===== src/rtl/cacheline_adaptor_if.sv =====
// Line-request side (cache/arbiter) and burst side (physical memory) of the
// cacheline adaptor, bundled so the adaptor and its environment share one port.
interface cacheline_adaptor_if;
    logic [31:0]  pmem_address;
    logic         pmem_read;
    logic         pmem_write;
    logic [255:0] pmem_wdata;
    logic [255:0] pmem_rdata;
    logic         pmem_resp;

    logic [31:0]  burst_address;
    logic         burst_read;
    logic         burst_write;
    logic [63:0]  burst_wdata;
    logic [63:0]  burst_rdata;
    logic         burst_resp;

    // slave: the adaptor itself; master: the cache plus memory model around it
    modport slave (
        input  pmem_address, pmem_read, pmem_write, pmem_wdata, burst_rdata, burst_resp,
        output pmem_rdata, pmem_resp, burst_address, burst_read, burst_write, burst_wdata
    );
    modport master (
        output pmem_address, pmem_read, pmem_write, pmem_wdata, burst_rdata, burst_resp,
        input  pmem_rdata, pmem_resp, burst_address, burst_read, burst_write, burst_wdata
    );
endinterface


===== src/rtl/cacheline_adaptor.sv =====
// Turns one 256-bit line read/write into a 4-beat 64-bit memory burst,
// one transaction in flight, with a single-cycle completion pulse.
module cacheline_adaptor #(
    parameter int s_offset  = 5,
    parameter int s_beat    = 64,
    parameter int num_beats = 4
) (
    input  logic          clk,
    input  logic          rst,
    cacheline_adaptor_if.slave bus
);
    localparam int s_line = 8 * (2 ** s_offset);
    localparam int CNT_W  = $clog2(num_beats);
    localparam int BIT_W  = $clog2(s_line);

    localparam logic [1:0] IDLE     = 2'd0;
    localparam logic [1:0] RD_BURST = 2'd1;
    localparam logic [1:0] WR_BURST = 2'd2;
    localparam logic [1:0] DONE     = 2'd3;

    logic [1:0]        state;
    logic [CNT_W-1:0]  cnt;
    logic [31:0]       addr;
    logic [s_line-1:0] line;
    logic [s_line-1:0] wline;
    logic [s_line-1:0] rdata;
    logic [BIT_W-1:0]  beat_lsb;
    logic              last_beat;
    logic              unused_offset;

    assign beat_lsb      = BIT_W'(cnt) << $clog2(s_beat);
    assign last_beat     = (cnt == CNT_W'(num_beats - 1));
    assign unused_offset = ^bus.pmem_address[s_offset-1:0];

    always_ff @(posedge clk) begin
        if (rst) begin
            state <= IDLE;
            cnt   <= '0;
            addr  <= '0;
            line  <= '0;
            wline <= '0;
            rdata <= '0;
        end else begin
            case (state)
                IDLE: begin
                    // read wins if both are raised; the write data is not taken
                    if (bus.pmem_read) begin
                        addr  <= {bus.pmem_address[31:s_offset], {s_offset{1'b0}}};
                        cnt   <= '0;
                        state <= RD_BURST;
                    end else if (bus.pmem_write) begin
                        addr  <= {bus.pmem_address[31:s_offset], {s_offset{1'b0}}};
                        wline <= bus.pmem_wdata;
                        cnt   <= '0;
                        state <= WR_BURST;
                    end
                end
                RD_BURST: if (bus.burst_resp) begin
                    line[beat_lsb +: s_beat] <= bus.burst_rdata;
                    cnt <= cnt + 1'b1;
                    if (last_beat) begin
                        // final beat lands in the top word; publish the whole line now
                        rdata <= {bus.burst_rdata, line[s_line-s_beat-1:0]};
                        state <= DONE;
                    end
                end
                WR_BURST: if (bus.burst_resp) begin
                    cnt <= cnt + 1'b1;
                    if (last_beat) state <= DONE;
                end
                default: state <= IDLE;
            endcase
        end
    end

    assign bus.burst_address = addr;
    assign bus.burst_read    = (state == RD_BURST);
    assign bus.burst_write   = (state == WR_BURST);
    assign bus.burst_wdata   = (state == WR_BURST) ? wline[beat_lsb +: s_beat] : '0;
    assign bus.pmem_resp     = (state == DONE);
    assign bus.pmem_rdata    = rdata;
endmodule

===== src/flat_wrapper.sv =====
// flat-port wrapper written by rule: the top's interface ports become plain ports
module cacheline_adaptor_flat 
#(
    parameter int s_offset  = 5,
    parameter int s_beat    = 64,
    parameter int num_beats = 4
)
  (clk, rst, bus_pmem_address, bus_pmem_read, bus_pmem_write, bus_pmem_wdata, bus_burst_rdata, bus_burst_resp, bus_pmem_rdata, bus_pmem_resp, bus_burst_address, bus_burst_read, bus_burst_write, bus_burst_wdata);
  cacheline_adaptor_if bus_i ();
  input  logic clk;
  input  logic rst;
  input wire logic [$bits(bus_i.pmem_address)-1:0] bus_pmem_address;
  input wire logic [$bits(bus_i.pmem_read)-1:0] bus_pmem_read;
  input wire logic [$bits(bus_i.pmem_write)-1:0] bus_pmem_write;
  input wire logic [$bits(bus_i.pmem_wdata)-1:0] bus_pmem_wdata;
  input wire logic [$bits(bus_i.burst_rdata)-1:0] bus_burst_rdata;
  input wire logic [$bits(bus_i.burst_resp)-1:0] bus_burst_resp;
  output wire logic [$bits(bus_i.pmem_rdata)-1:0] bus_pmem_rdata;
  output wire logic [$bits(bus_i.pmem_resp)-1:0] bus_pmem_resp;
  output wire logic [$bits(bus_i.burst_address)-1:0] bus_burst_address;
  output wire logic [$bits(bus_i.burst_read)-1:0] bus_burst_read;
  output wire logic [$bits(bus_i.burst_write)-1:0] bus_burst_write;
  output wire logic [$bits(bus_i.burst_wdata)-1:0] bus_burst_wdata;
  assign bus_i.pmem_address = bus_pmem_address;
  assign bus_i.pmem_read = bus_pmem_read;
  assign bus_i.pmem_write = bus_pmem_write;
  assign bus_i.pmem_wdata = bus_pmem_wdata;
  assign bus_i.burst_rdata = bus_burst_rdata;
  assign bus_i.burst_resp = bus_burst_resp;
  assign bus_pmem_rdata = bus_i.pmem_rdata;
  assign bus_pmem_resp = bus_i.pmem_resp;
  assign bus_burst_address = bus_i.burst_address;
  assign bus_burst_read = bus_i.burst_read;
  assign bus_burst_write = bus_i.burst_write;
  assign bus_burst_wdata = bus_i.burst_wdata;
  cacheline_adaptor #(.s_offset(s_offset), .s_beat(s_beat), .num_beats(num_beats)) u_core (.clk(clk), .rst(rst), .bus(bus_i));
endmodule

===== config.mk =====
export PLATFORM = sky130hd
export DESIGN_NAME = cacheline_adaptor_flat
export DESIGN_NICKNAME = d
export VERILOG_FILES = /design/src/rtl/cacheline_adaptor_if.sv /design/src/rtl/cacheline_adaptor.sv /design/src/flat_wrapper.sv
export SDC_FILE = /design/constraint.sdc
export NUM_CORES = 2
export LEC_CHECK = 0
export ABC_AREA = 1
export CORE_AREA = 3 3 277 279
export CTS_BUF_LIST = sky130_fd_sc_hd__clkbuf_4 sky130_fd_sc_hd__clkbuf_8 sky130_fd_sc_hd__clkbuf_16
export DETAILED_ROUTE_END_ITERATION = 7
export DIE_AREA = 0 0 280 282
export MAX_ROUTING_LAYER = met4
export SKIP_LAST_GASP = 1
export SYNTH_ARGS = -nofsm -noshare
export SYNTH_HDL_FRONTEND = slang
export SYNTH_SLANG_ARGS = --single-unit

===== constraint.sdc =====
create_clock -name clk -period 2.65 [get_ports clk]
set_input_delay 0.6625 -clock clk [delete_from_list [all_inputs] [get_ports clk]]
set_output_delay 0.6625 -clock clk [all_outputs]
set_load 0.01 [all_outputs]

==> results.md <==
* Clk slew on worst S/H paths at 60 ps
* Outcome: finished, violations left
* Final setup fails at 1
* ANT nets after route at 0
* DRC Markers at 0
* Vias per cell at 5.126
* P&R area growth vs syn at 38.93%
* Hold Path Class: flip-flop to flip-flop
* H-tree depth at 3
* # rows at 100
* Leading area contributor after synthesis: dfxtp_1
* Slew headroom at 32.50%
* Crit-path most repeated cell: a21oi_1
* Worst skew pair latency at 620 ps
* Clock tree from TritonCTS: built
* IO Count at 712
* Crit path DAT at 2000 ps
* Synth warnings at 0
* Critical Path RT at 1990 ps
* Dominant cells by area after synthesis: dfxtp_1 (51%), a21oi_1 (16%), o21ai_0 (8.7%)
* First-pass GRT wire length at 155,600 um
* Largest stage delay, worst path at 410 ps
* Worst clock skew at 24.72 ps
* Placer congestion estimate at 0.8742
* Final Max Tran Viols at 0
* Seq/Total Area, Yosys at 51.30%
* Reg2reg setup slack at 240 ps
* Leakage power at 14.18 nW
* CP endpoint kind: primary output
* Startpoint types: flip-flop
* Setup ws final at -17.41 ps
* Crit-path cells: inv_12, buf_12, a21oi_1, o21ai_1, a21oi_1, clkdlybuf4s15_2
* Vias in the first global route at 25,660
* Average wire per standard cell at 19.63 um
* Max-cap violations at 0
* Pin count of the biggest net entering global routing at 177
* Post-CTS Hold Buffers at 0
* Die area at 78,960 um2
* Post-Synthesis Cell Area at 28,680 um2
* Number of port buffers at 701
* Failing checks: negative setup slack
* Crit share post-route at 100.7%
* Final WL at 105,700 um
* Area share of the leading cell type in the synthesized netlist at 51.30%
* Detailed-route via count at 27,610
* Min cycle time layout at 2667 ps
* Setup TNS at -17.41 ps
* Fin. Hold Viols at 0
* NumNets Final at 4,707
* Post-synth cell types at 20
* Clock sink count at 735
* Placed cell count at 5,210
* RSZ-0062 raised after global routing: yes
* Initial antenna violation count at 20
* Post-synthesis register bit count at 735
* Number of DRC markers in iteration 0 at 1,960
* Crit-path slowest cell: dfxtp_4
* Height of the die at 282 um
* Post-DP HPWL at 67,470 um
* GRT overflow at 0
* Ratio of cells with drive above 1 in the final layout at 8.229%
* Syn Inst Count at 3,791
* Worst vdd ir at 818.2 uV
* Clock Tree Buf Depth at 3
* WS Path Type: flip-flop to primary output
* Post-Place Worst Slack at 105.4 ps
* Multi-input logic area at 11,450 um2
* Maximum clock rate at 374.9 MHz
* Overall Global Routing Usage at 25.93%
* Crit Path Max Fanout at 44
* Actual slew at the worst max-slew pin at 1012 ps
* CTS Root Cell: clkbuf_16
* Pwr/cell area at 855.5 nW/um2
* Layout fillers at 7,171
* Core Region at 74,450 um2
* Router iterations before antenna repair at 5
* Synth Area per Inst at 7.566 um2
* Storage element area at 14,720 um2
* Starting Density at 38.53%
* CTS buffer count at 82
* Die width at 280 um
* Finished Layout Cells at 5,387
## logic make-up (layout without fill, tap and decap cells)
logic type | Yosys count | count (layout) | share of synthesized area, %
and+or+nand+nor | 931 | 931 | 13.65
adders and majority gates | 10 | 10 | 0.4362
DFF | 735 | 735 | 51.30
AOI/OAI and AO/OA | 1436 | 1436 | 25.06
other | 1 | 24 | 0.01307
buffers and inverters | 678 | 1282 | 9.545
## cells in the mapped netlist
master / instances
dfxtp_1: 735
o21ai_1: 15
nand3_1: 307
nand2_1: 486
nor2_2: 2
buf_1: 14
clkbuf_1: 199
inv_2: 5
inv_1: 330
nor2_4: 2
buf_2: 117
ha_1: 10
nand3_2: 2
o21ai_0: 497
nand2_2: 1
clkbuf_2: 1
a21oi_1: 924
nor2_1: 131
conb_1: 1
buf_4: 12
## state kept, by name, indices dropped and copies added (netlist names)
name / flops
u_core.cnt: 2
u_core.bus.burst_address: 27
u_core.wline: 256
u_core.bus.pmem_rdata: 256
u_core.state: 2
u_core.line: 192
## placed cells by master, fill, tap and decap left out, types with 4 or more instances in the layout
master	netlist	layout
a21oi_1	924	898
a21oi_2	0	23
buf_12	0	47
buf_16	0	9
buf_2	117	46
buf_4	12	48
bufinv_16	0	4
clkbuf_16	0	87
clkbuf_2	1	8
clkbuf_4	0	19
clkbuf_8	0	17
clkdlybuf4s50_1	0	635
clkinv_2	0	13
conb_1	1	5
dfxtp_1	735	733
diode_2	0	19
ha_1	10	8
inv_1	330	327
nand2_1	486	485
nand3_1	307	306
nor2_1	131	130
nor2_4	2	5
o21ai_0	497	470
o21ai_1	15	39
## per-layer routing
layer  up-vias  GRT usage (%)  part of all wire (%)  wire length [um]
met5         -              -                     0                 0
met4         0          10.03                   3.1              3278
met3       169          4.653                   5.5              5817
met2       760          42.01                    49             51310
met1     12950          32.23                    43             45320
li1      13730              -                     -                 -
## final cells by class
type / instances / share of cell area, %
clock inverters: 24 / 0.7787
repair buffers: 804 / 20.98
inverters: 335 / 3.250
flip-flops and latches: 735 / 36.95
diodes: 19 / 0.1193
well taps: 969 / 3.043
clock buffers: 119 / 6.158
multi-input cells: 2382 / 28.73
## critical path: cells and delay by family (launching register included)
family / cells / cell delay [ps]
AO/OA/AOI/OAI: 3 / 390
flip-flops: 1 / 410
buffers and inverters: 3 / 530
## path summary, 6_finish.rpt
kind | from | to | depth (start not counted)
worst max register to register | u_core.cnt[0] | u_core.line[72] | 8
worst min register to register | u_core.wline[29] | u_core.wline[29] | 2
worst max-delay path | u_core.cnt[0] | bus_burst_wdata[39] | 6
worst min-delay path | u_core.wline[29] | u_core.wline[29] | 2
## metrics by stage
stage	power, mW	hold WS [ps]	area (um2)	util [%]
floorplan	17.80	420.0	28700	-
global placement	21.78	428.6	36810	49.44
detailed placement	21.82	430.5	36810	49.44
CTS	33.79	439.7	39620	53.22
global route	35.69	454.9	39850	53.52
finish	34.09	439.2	39850	53.52
## timing repair
action                     CTS  global route
cloned                       5             6
setup buffers                1             3
setup endpoints to repair   65            60
resized for setup          258            83
pin swaps                   13            32
## power by group
group          internal, mW  switching, mW
clock network          6.85           4.72
logic                  3.63           6.33
registers              12.1          0.460
Note: power is estimated with default switching activity, not from simulation.
